[src/rtl/pc_pkg.sv]
// Shared types and reset/exception vectors for the fetch-stage PC controller.
package pc_pkg;

    typedef enum logic [1:0] {
        IDLE = 2'd0,
        REQ  = 2'd1,
        HOLD = 2'd2
    } fetch_state_t;

    // Encoding is ordered so that a numeric compare gives redirect priority.
    typedef enum logic [1:0] {
        NONE = 2'd0,
        JMP  = 2'd1,
        BR   = 2'd2,
        EXC  = 2'd3
    } redir_src_t;

    localparam logic [31:0] RESET_VEC = 32'h0000_0000;
    localparam logic [31:0] EXC_VEC   = 32'h0000_0080;

endpackage

[src/rtl/pc_redirect_arb.sv]
// Priority select among exception, branch and jump redirects, and the check
// that decides whether a new redirect may overwrite the pending one.
module pc_redirect_arb import pc_pkg::*; #(
    parameter int                   ADR_WIDTH  = 32,
    parameter logic [ADR_WIDTH-1:0] EXC_VEC    = ADR_WIDTH'(pc_pkg::EXC_VEC),
    parameter int                   INST_BYTES = 4
) (
    input  logic                 exc_valid,
    input  logic                 br_valid,
    input  logic [ADR_WIDTH-1:0] br_target,
    input  logic                 jmp_valid,
    input  logic [ADR_WIDTH-1:0] jmp_target,
    input  redir_src_t           pend_src,
    output redir_src_t           redir_src,
    output logic [ADR_WIDTH-1:0] redir_target,
    output logic                 redir_replace
);

    localparam logic [ADR_WIDTH-1:0] ALIGN_MASK = ~(ADR_WIDTH'(INST_BYTES - 1));

    logic [ADR_WIDTH-1:0] raw_target;

    always_comb begin
        redir_src  = NONE;
        raw_target = '0;
        if (exc_valid) begin
            redir_src  = EXC;
            raw_target = EXC_VEC;
        end else if (br_valid) begin
            redir_src  = BR;
            raw_target = br_target;
        end else if (jmp_valid) begin
            redir_src  = JMP;
            raw_target = jmp_target;
        end
    end

    assign redir_target  = raw_target & ALIGN_MASK;
    assign redir_replace = (redir_src != NONE) && (redir_src >= pend_src);

endmodule

[src/rtl/pc_fetch_ctrl.sv]
// Fetch-stage PC sequencer: next-PC selection, imem req/ack handshake,
// stall hold of the acked instruction and IF/ID, ID/EX flush pulses.
//
//   state | meaning
//   IDLE  | one cycle after reset, next request goes to RESET_VEC
//   REQ   | imem_req high, imem_addr stable until ack
//   HOLD  | instruction acked under stall, offered until stall drops
module pc_fetch_ctrl import pc_pkg::*; #(
    parameter int                   ADR_WIDTH  = 32,
    parameter logic [ADR_WIDTH-1:0] RESET_VEC  = ADR_WIDTH'(pc_pkg::RESET_VEC),
    parameter logic [ADR_WIDTH-1:0] EXC_VEC    = ADR_WIDTH'(pc_pkg::EXC_VEC),
    parameter int                   INST_BYTES = 4
) (
    input  logic                 clk,
    input  logic                 rst,
    input  logic                 stall,
    input  logic                 br_valid,
    input  logic [ADR_WIDTH-1:0] br_target,
    input  logic                 jmp_valid,
    input  logic [ADR_WIDTH-1:0] jmp_target,
    input  logic                 exc_valid,
    output logic                 imem_req,
    output logic [ADR_WIDTH-1:0] imem_addr,
    input  logic                 imem_ack,
    output logic [ADR_WIDTH-1:0] o_pc,
    output logic                 o_inst_valid,
    output logic                 flush_if,
    output logic                 flush_id
);

    localparam logic [ADR_WIDTH-1:0] STEP       = ADR_WIDTH'(INST_BYTES);
    localparam logic [ADR_WIDTH-1:0] ALIGN_MASK = ~(ADR_WIDTH'(INST_BYTES - 1));
    localparam logic [ADR_WIDTH-1:0] RESET_ADDR = RESET_VEC & ALIGN_MASK;

    fetch_state_t         state_q, state_d;
    logic [ADR_WIDTH-1:0] addr_q, addr_d;
    logic [ADR_WIDTH-1:0] pc_q, pc_d;
    logic                 valid_q, valid_d;
    logic                 flush_if_q, flush_if_d;
    logic                 flush_id_q, flush_id_d;
    redir_src_t           pend_src_q, pend_src_d;
    logic [ADR_WIDTH-1:0] pend_tgt_q, pend_tgt_d;

    redir_src_t           redir_src;
    logic [ADR_WIDTH-1:0] redir_target;
    logic                 redir_replace;

    pc_redirect_arb #(
        .ADR_WIDTH  (ADR_WIDTH),
        .EXC_VEC    (EXC_VEC),
        .INST_BYTES (INST_BYTES)
    ) u_arb (
        .exc_valid     (exc_valid),
        .br_valid      (br_valid),
        .br_target     (br_target),
        .jmp_valid     (jmp_valid),
        .jmp_target    (jmp_target),
        .pend_src      (pend_src_q),
        .redir_src     (redir_src),
        .redir_target  (redir_target),
        .redir_replace (redir_replace)
    );

    always_ff @(posedge clk or negedge rst) begin
        if (!rst) begin
            state_q    <= IDLE;
            addr_q     <= RESET_ADDR;
            pc_q       <= RESET_ADDR;
            valid_q    <= 1'b0;
            flush_if_q <= 1'b0;
            flush_id_q <= 1'b0;
            pend_src_q <= NONE;
            pend_tgt_q <= '0;
        end else begin
            state_q    <= state_d;
            addr_q     <= addr_d;
            pc_q       <= pc_d;
            valid_q    <= valid_d;
            flush_if_q <= flush_if_d;
            flush_id_q <= flush_id_d;
            pend_src_q <= pend_src_d;
            pend_tgt_q <= pend_tgt_d;
        end
    end

    always_comb begin
        state_d    = state_q;
        addr_d     = addr_q;
        pc_d       = pc_q;
        valid_d    = valid_q;
        flush_if_d = 1'b0;
        flush_id_d = 1'b0;
        pend_src_d = pend_src_q;
        pend_tgt_d = pend_tgt_q;

        if (redir_replace) begin
            flush_if_d = 1'b1;
            flush_id_d = (redir_src == EXC) || (redir_src == BR);
            valid_d    = 1'b0;
        end

        case (state_q)
            IDLE: begin
                state_d = REQ;
                addr_d  = redir_replace ? redir_target : RESET_ADDR;
            end
            REQ: begin
                valid_d = 1'b0;
                // The in-flight request is never aborted; redirects wait here.
                if (redir_replace) begin
                    pend_src_d = redir_src;
                    pend_tgt_d = redir_target;
                end
                if (imem_ack) begin
                    if (pend_src_d != NONE) begin
                        addr_d     = pend_tgt_d;
                        pend_src_d = NONE;
                    end else begin
                        pc_d    = addr_q;
                        valid_d = 1'b1;
                        if (stall) state_d = HOLD;
                        else       addr_d  = addr_q + STEP;
                    end
                end
            end
            HOLD: begin
                if (redir_replace) begin
                    state_d = REQ;
                    addr_d  = redir_target;
                end else if (!stall) begin
                    state_d = REQ;
                    addr_d  = pc_q + STEP;
                    valid_d = 1'b0;
                end
            end
            default: state_d = IDLE;
        endcase
    end

    assign imem_req     = (state_q == REQ);
    assign imem_addr    = addr_q;
    assign o_pc         = pc_q;
    assign o_inst_valid = valid_q;
    assign flush_if     = flush_if_q;
    assign flush_id     = flush_id_q;

endmodule

[config.mk]
export PLATFORM = sky130hd
export DESIGN_NAME = pc_fetch_ctrl
export DESIGN_NICKNAME = d
export VERILOG_FILES = /design/src/rtl/pc_pkg.sv /design/src/rtl/pc_redirect_arb.sv /design/src/rtl/pc_fetch_ctrl.sv
export SDC_FILE = /design/constraint.sdc
export NUM_CORES = 1
export LEC_CHECK = 0
export BUFFER_PORTS_ARGS = -buffer_cell sky130_fd_sc_hd__buf_4
export CAP_MARGIN = 20
export CORE_AREA = 2 2 218 134
export DETAILED_ROUTE_END_ITERATION = 12
export DIE_AREA = 0 0 220 136
export SYNTH_ARGS = -nofsm -noshare
export SYNTH_HDL_FRONTEND = slang
export SYNTH_SLANG_ARGS = --single-unit
[constraint.sdc]
create_clock -name clk -period 2.5 [get_ports clk]
set_input_delay 0.125 -clock clk [delete_from_list [all_inputs] [get_ports clk]]
set_output_delay 0.125 -clock clk [all_outputs]
set_load 0.03 [all_outputs]
==> results of run 1 <==
[cell usage in the layout (no fill, tap or decap), types with 5 or more instances in the layout]
cell       netlist  routed
o31ai_1         12      12
o221ai_1         7       7
buf_12           0       5
a22o_1          27      27
xnor2_1         29      29
mux2_2          32      32
nand3_1         41      41
nand2b_1         6       6
and3_1           9       9
inv_1           11      11
or3_1            5       5
clkbuf_16        0       9
nand3b_1        12      12
ha_1             7       6
dfrtp_1        103     103
nor4_1           9       9
o21ai_1          5       6
a2111oi_0        9       8
buf_4            2     224
a211oi_1        10      10
nor3_1          16      16
o21ai_0         57      56
xor2_1          16      16
a21o_1           7       7
nand4_1         22      22
nand2_1         80      80
and2_1          10      10
nor2_1          55      54
a22oi_1         15      15
o211ai_1         6       6
a31oi_1         10      10
a21oi_1         44      43
[state kept, by name, indices dropped and copies added, names as in the netlist]
signal / flops
imem_addr: 32
o_pc: 32
pend_tgt_q: 32
pend_src_q: 2
state_q: 2
flush_id: 1
flush_if: 1
o_inst_valid: 1
[timing repair]
item	4_1_cts	5_1_grt
endpoints found under the hold margin	44	0
setup endpoints to repair	0	7
gates resized for setup	0	7
hold buffers	1	0
setup buffers	0	0
[routing by layer]
metal,up-vias,wire [um]
met1,3594,13300
met4,0,258
met3,21,2690
met5,-,0
met2,321,11500
li1,3346,-
[where the power goes]
part	switching, uW	internal, uW
Clock	694	673
Sequential	873	2330
Combinational	4180	2820
[logic make-up after synthesis]
kind of cell               share of synthesized area, %
AOI/OAI and AO/OA                                  25.0
adders and majority gates                          1.27
buffers and inverters                              4.32
DFF                                                37.5
xor gates and xnor gates                           5.74
and+or+nand+nor                                    20.9
muxes                                              5.25
[metrics by stage]
stage / instance area [um^2] / utilization (%) / total power (uW)
2_1_floorplan: 6890 / - / 7050
3_3_place_gp: 8900 / 31.7 / 10000
3_5_place_dp: 8900 / 31.7 / 10100
4_1_cts: 9170 / 32.6 / 11500
5_1_grt: 9200 / 32.7 / 12300
6_report: 9200 / 32.7 / 11600
[worst max-delay path, delay by kind of cell, from the launching register on]
family | cells | cell delay, ns
AOI/OAI and AO/OA | 4 | 1.02
DFF | 1 | 0.38
adders and majority gates | 1 | 0.28
and+or+nand+nor | 2 | 0.34
buffers and inverters | 2 | 0.24
[final timing paths]
| path | end | slack [ns] | cells after the start |
|---|---|---|---|
| worst max-delay path | imem_addr[29]$_DFFE_PN0P_ | 0.10 | 9 |
| worst min-delay path | pend_src_q[0]$_DFFE_PN0P_ | 0.06 | 3 |
| worst max register to register | imem_addr[29]$_DFFE_PN0P_ | 0.10 | 9 |
| worst min register to register | pend_tgt_q[17]$_DFFE_PN0P_ | 0.48 | 2 |
| max in group asynchronous | o_pc[28]$_DFFE_PN0P_ | 1.43 | 3 |
| min in group asynchronous | imem_addr[2]$_DFFE_PN0P_ | 0.32 | 2 |
[layout make-up]
class	instances	area, um^2
clock buffers	12	236
clock inverters	4	22.5
fillers	2978	18900
inverters	12	45.0
multi-input cells	621	4040
flip-flops and latches	103	2580
well taps	375	469
repair buffers	231	1800
==> impl_metrics.py, run 1 <==
metrics = {
    "clock_network": {
        "clk_latency_ns": 0.38,
        "cts_num_sinks": 103,
        "h-tree-depth": 3,
        "cts_made_buffers": 9,
        "root_buffer": "clkbuf_16",
        "clk_path_buf_depth": 2,
        "cts_tree": "yes",
        "clk_pin_slew_ns": 0.08,
    },
    "timing": {
        "finalCritPeriodShare_pct": 95.9,
        "hold_violations": 0,
        "maxSlewHeadroom_pct": 55.5,
        "fin_setup_tns_ns": 0,
        "slew_viol_final": 0,
        "finClkSkew_ns": 0.0125,
        "hold_slack_ns": 0.0628,
        "fmax_ghz": 0.417,
        "tightest_slew_ns": 0.667,
        "setup_viol": 0,
        "min_period_ns": 2.40,
        "rsz0062_at_grt": "yes",
        "fin_ws_ns": 0.101,
    },
    "die": {
        "dieArea_mm2": 0.0299,
        "die_h_um": 136,
        "die_w_um": 220,
        "fp-row-count": 48,
        "initial_core_util_pct": 24.4,
        "pin_count": 139,
        "coreArea_mm2": 0.0281,
    },
    "global_routing": {
        "grt_usage_pct": 18.8,
        "use_met1_pct": 27.6,
        "grt.met2_usage_pct": 26.9,
        "grt_use_met3_pct": 5.84,
        "antenna_found_initial": 0,
        "top_usage_layer": "met1",
        "grt_pass1_wl_um": 42300,
        "grt_max_degree": 47,
        "grt_pass1_vias": 7075,
        "overflow": 0,
    },
    "setup_path": {
        "regToRegStartpoint": "pend_src_q[1]$_DFFE_PN0P_",
        "startpoint": "pend_src_q[1]$_DFFE_PN0P_",
        "cp-start-kind": "flop",
        "worstPathRequired_ns": 2.76,
        "critPathMaxFanout": 5,
        "worstSetupPathType": "flop to flop",
        "crit_path_cell_trace": "inv_1, ha_4, nor2_1, o31a_1, buf_4, a211oi_4, nand2_1, a211oi_1, a211oi_1",
        "slowest_delay_ns": 0.38,
        "critical_path.endpoint_type": "flop",
        "path_common_cell": "a211oi_1",
        "arrival_ns": 2.65,
        "worst_path_max_delay_cell": "dfrtp_1",
    },
    "placement": {
        "dp_cells": 1341,
        "port_buffers": 134,
        "dp_slack_ns": 0.0522,
        "place.gp.congestion": 0.909,
        "dp_hpwl_um": 21600,
    },
    "final_layout": {
        "antenna_cells": 0,
        "layout-drive-gt1-share_pct": 29.9,
        "nets": 1056,
        "area_growth_pct": 33.8,
        "fin_cells": 1358,
    },
    "synth": {
        "synth_area_leader_cell": "dfrtp_1",
        "yosysWarnings": 0,
        "async_flop_share_pct": 100,
        "netlist_instances": 794,
        "synth_nets": 872,
        "ys_top_cells_by_area": "dfrtp_1, mux2_2, nand2_1",
        "synth.avg_cell_area_um2": 8.65,
        "ys_seq_area_share_pct": 37.5,
        "syn_area_mm2": 0.00687,
        "synth_top_area_share_pct": 37.5,
        "ys_seq_elements": 103,
        "ys_top_cells_by_count": "dfrtp_1, nand2_1, o21ai_0",
        "synth_most_common_cell": "dfrtp_1",
        "synth_cell_types": 64,
        "synth_enable_flop_cells": 0,
        "synth_flop_cell": "dfrtp_1",
    },
    "detailed_routing": {
        "viasPerCell": 5.36,
        "drt-wirelength-per-cell_um": 20.5,
        "dr.pass1.iters": 5,
        "vias": 7282,
        "drtIter0Drc": 663,
        "routed_wl_um": 27800,
        "antenna_left": 0,
        "drc": 0,
    },
    "worst_hold_path": {
        "worstHoldStart": "imem_ack",
        "hp-class": "input pin to flop",
    },
    "power": {
        "p_leak_uw": 0.00396,
        "power_density_mw_per_mm2": 1260,
        "vdd_drop_max_mv": 0.600,
    },
    "status": {
        "status": "completed",
    },
    "job": {
        "max_cap_violations": 0,
    },
}
Note: power is estimated with default switching activity, not from simulation.
==> run 2: changes to the inputs <==
--- a/config.mk
+++ b/config.mk
@@ -5,11 +5,13 @@
 export SDC_FILE = /design/constraint.sdc
 export NUM_CORES = 1
 export LEC_CHECK = 0
+export ABC_AREA = 1
 export BUFFER_PORTS_ARGS = -buffer_cell sky130_fd_sc_hd__buf_4
 export CAP_MARGIN = 20
-export CORE_AREA = 2 2 218 134
+export CORE_AREA = 2 2 231 142
 export DETAILED_ROUTE_END_ITERATION = 12
-export DIE_AREA = 0 0 220 136
+export DIE_AREA = 0 0 233 144
+export PLACE_DENSITY_LB_ADDON = 0.12
 export SYNTH_ARGS = -nofsm -noshare
 export SYNTH_HDL_FRONTEND = slang
 export SYNTH_SLANG_ARGS = --single-unit
==> impl_metrics.py, run 2 <==
metrics = {
    "die": {
        "initial_core_util_pct": 24.4,
        "fp-row-count": 51,
        "coreArea_mm2": 0.0317,
        "pin_count": 139,
        "die_w_um": 233,
        "dieArea_mm2": 0.0336,
        "die_h_um": 144,
    },
    "synth": {
        "synth_adder_area_share_pct": 1.13,
        "ys_seq_area_share_pct": 33.3,
        "synth.avg_cell_area_um2": 6.21,
        "netlist_instances": 1245,
        "synth_nets": 1323,
        "async_flop_share_pct": 100,
        "synth_top_area_share_pct": 33.3,
        "yosysWarnings": 0,
        "syn_area_mm2": 0.00773,
        "synth_most_common_cell": "nand2_1",
        "synth_area_leader_cell": "dfrtp_1",
        "synth-xor-area-share_pct": 3.97,
        "synth_compound_area_share_pct": 11.8,
        "ys_top_cells_by_area": "dfrtp_1, nand2_1, nor2_1",
        "synthMuxAreaShare_pct": 0,
        "synth_enable_flop_cells": 0,
        "ys_seq_elements": 103,
        "synth-simple-area-share_pct": 39.5,
        "synth_cell_types": 32,
        "synth_flop_cell": "dfrtp_1",
        "synth_top_family_by_area": "simple AND/OR/NAND/NOR gates",
        "ys_top_cells_by_count": "nand2_1, nor2_1, inv_1",
    },
    "timing": {
        "fmax_ghz": 0.439,
        "min_period_ns": 2.28,
        "setup_viol": 0,
        "maxSlewHeadroom_pct": 64.8,
        "finClkSkew_ns": 0.0152,
        "hold_violations": 0,
        "fin_setup_tns_ns": 0,
        "slew_viol_final": 0,
        "fin_ws_ns": 0.224,
        "finalCritPeriodShare_pct": 91.1,
        "rsz0062_at_grt": "no",
        "tightest_slew_ns": 0.526,
    },
    "clock_network": {
        "h-tree-depth": 3,
        "clk_pin_slew_ns": 0.08,
        "cts_num_sinks": 103,
        "clk_latency_ns": 0.39,
        "cts_made_buffers": 9,
        "root_buffer": "clkbuf_16",
        "clk_path_buf_depth": 2,
        "cts_tree": "yes",
    },
    "placement": {
        "port_buffers": 134,
        "place.gp.congestion": 0.858,
        "dp_slack_ns": 0.189,
        "dp_hpwl_um": 24400,
    },
    "final_layout": {
        "antenna_cells": 0,
        "mostFrequentLayoutCell": "nand2_1",
        "nets": 1449,
        "final_cell_mix": "nand2_1, buf_4, nor2_1",
        "area_growth_pct": 25.8,
        "layout-drive-gt1-share_pct": 15.2,
    },
    "setup_path": {
        "critPathMaxFanout": 28,
        "cp-start-kind": "flop",
        "critical_path.endpoint_type": "flop",
        "worstPathRequired_ns": 2.77,
        "worstSetupPathType": "flop to flop",
        "arrival_ns": 2.55,
    },
    "detailed_routing": {
        "viasPerCell": 4.69,
        "routed_wl_um": 32100,
        "drt-wirelength-per-cell_um": 17.8,
        "vias": 8439,
        "drc": 0,
        "dr.pass1.iters": 6,
        "drtIter0Drc": 734,
        "antenna_left": 0,
    },
    "job": {
        "max_cap_violations": 0,
    },
    "global_routing": {
        "grt_usage_pct": 19.5,
        "overflow": 0,
        "grt_pass1_wl_um": 48300,
        "grt_pass1_vias": 7980,
        "top_usage_layer": "met2",
        "antenna_found_initial": 0,
        "use_met1_pct": 28.1,
        "grt_use_met3_pct": 4.46,
        "grt.met2_usage_pct": 29.8,
        "grt_max_degree": 72,
    },
    "worst_hold_path": {
        "hp-class": "input pin to flop",
    },
    "power": {
        "p_leak_uw": 0.00487,
        "power_density_mw_per_mm2": 1220,
        "vdd_drop_max_mv": 0.859,
    },
    "status": {
        "status": "completed",
    },
}
## run 2: final cells by class
cell class              count  area (um^2)
well taps                 424          531
flip-flops and latches    103         2580
clock inverters             5         81.3
inverters                 135          509
repair buffers            174         1420
fillers                  3548        22000
multi-input cells         948         4360
clock buffers              11          243
## run 2: cells by family after synthesis
| group | count (synthesis) |
|---|---|
| AOI/OAI and AO/OA | 156 |
| buffers and inverters | 194 |
| adders and majority gates | 7 |
| xor gates and xnor gates | 35 |
| DFF | 103 |
| and+or+nand+nor | 750 |
## run 2: metrics by stage
stage	hold slack, ns	area [um^2]	power [uW]	utilization, %	cells
after floorplan	-0.171	7730	7540	-	1245
after global routing	0.126	9730	12900	30.7	1800
after global placement	0.140	9380	10300	29.6	1782
final	0.116	9730	11900	30.7	1800
after CTS	0.0987	9720	12000	30.6	1799
after detailed placement	0.135	9380	10300	29.6	1782
## run 2: power by group
group	switching, uW	internal (uW)
Clock	737	908
Combinational	4600	2440
Sequential	861	2310
Total	6190	5660
## run 2: critical path: stages, from the launching register on
cell	delay [ns]
dfrtp_1	0.39
inv_1	0.08
ha_1	0.30
nand2_2	0.08
nand2_2	0.07
nand2_4	0.18
buf_12	0.24
nor2_1	0.06
buf_4	0.19
nand2_1	0.14
nand2_1	0.07
a21oi_1	0.13
nand3_1	0.09
nand2_1	0.07
nand2_1	0.04
## run 2: per-layer routing
layer  vias up  wire length [um]
li1       4180                 -
met4         0               361
met1      3993             15900
met2       242             13900
met5         -                 0
met3        24              1920
## run 2: timing repair
action	in CTS	in global routing
resized for setup	0	1
endpoints found under the hold margin	32	0
hold buffers	1	0
setup buffers	0	1
endpoints found under the setup margin	0	2
## run 2: path summary, 6_finish.rpt
check	from	end	slack (ns)	depth (start not counted)
setup / recovery	pend_src_q[1]$_DFFE_PN0P_	imem_addr[10]$_DFFE_PN0P_	0.22	14
hold / removal	imem_ack	o_pc[16]$_DFFE_PN0P_	0.12	3
setup reg to reg	pend_src_q[1]$_DFFE_PN0P_	imem_addr[10]$_DFFE_PN0P_	0.22	14
hold reg to reg	pend_tgt_q[0]$_DFFE_PN0P_	pend_tgt_q[0]$_DFFE_PN0P_	0.48	2
max in group asynchronous	rst	imem_addr[28]$_DFFE_PN0P_	1.43	3
min in group asynchronous	rst	pend_tgt_q[5]$_DFFE_PN0P_	0.25	2
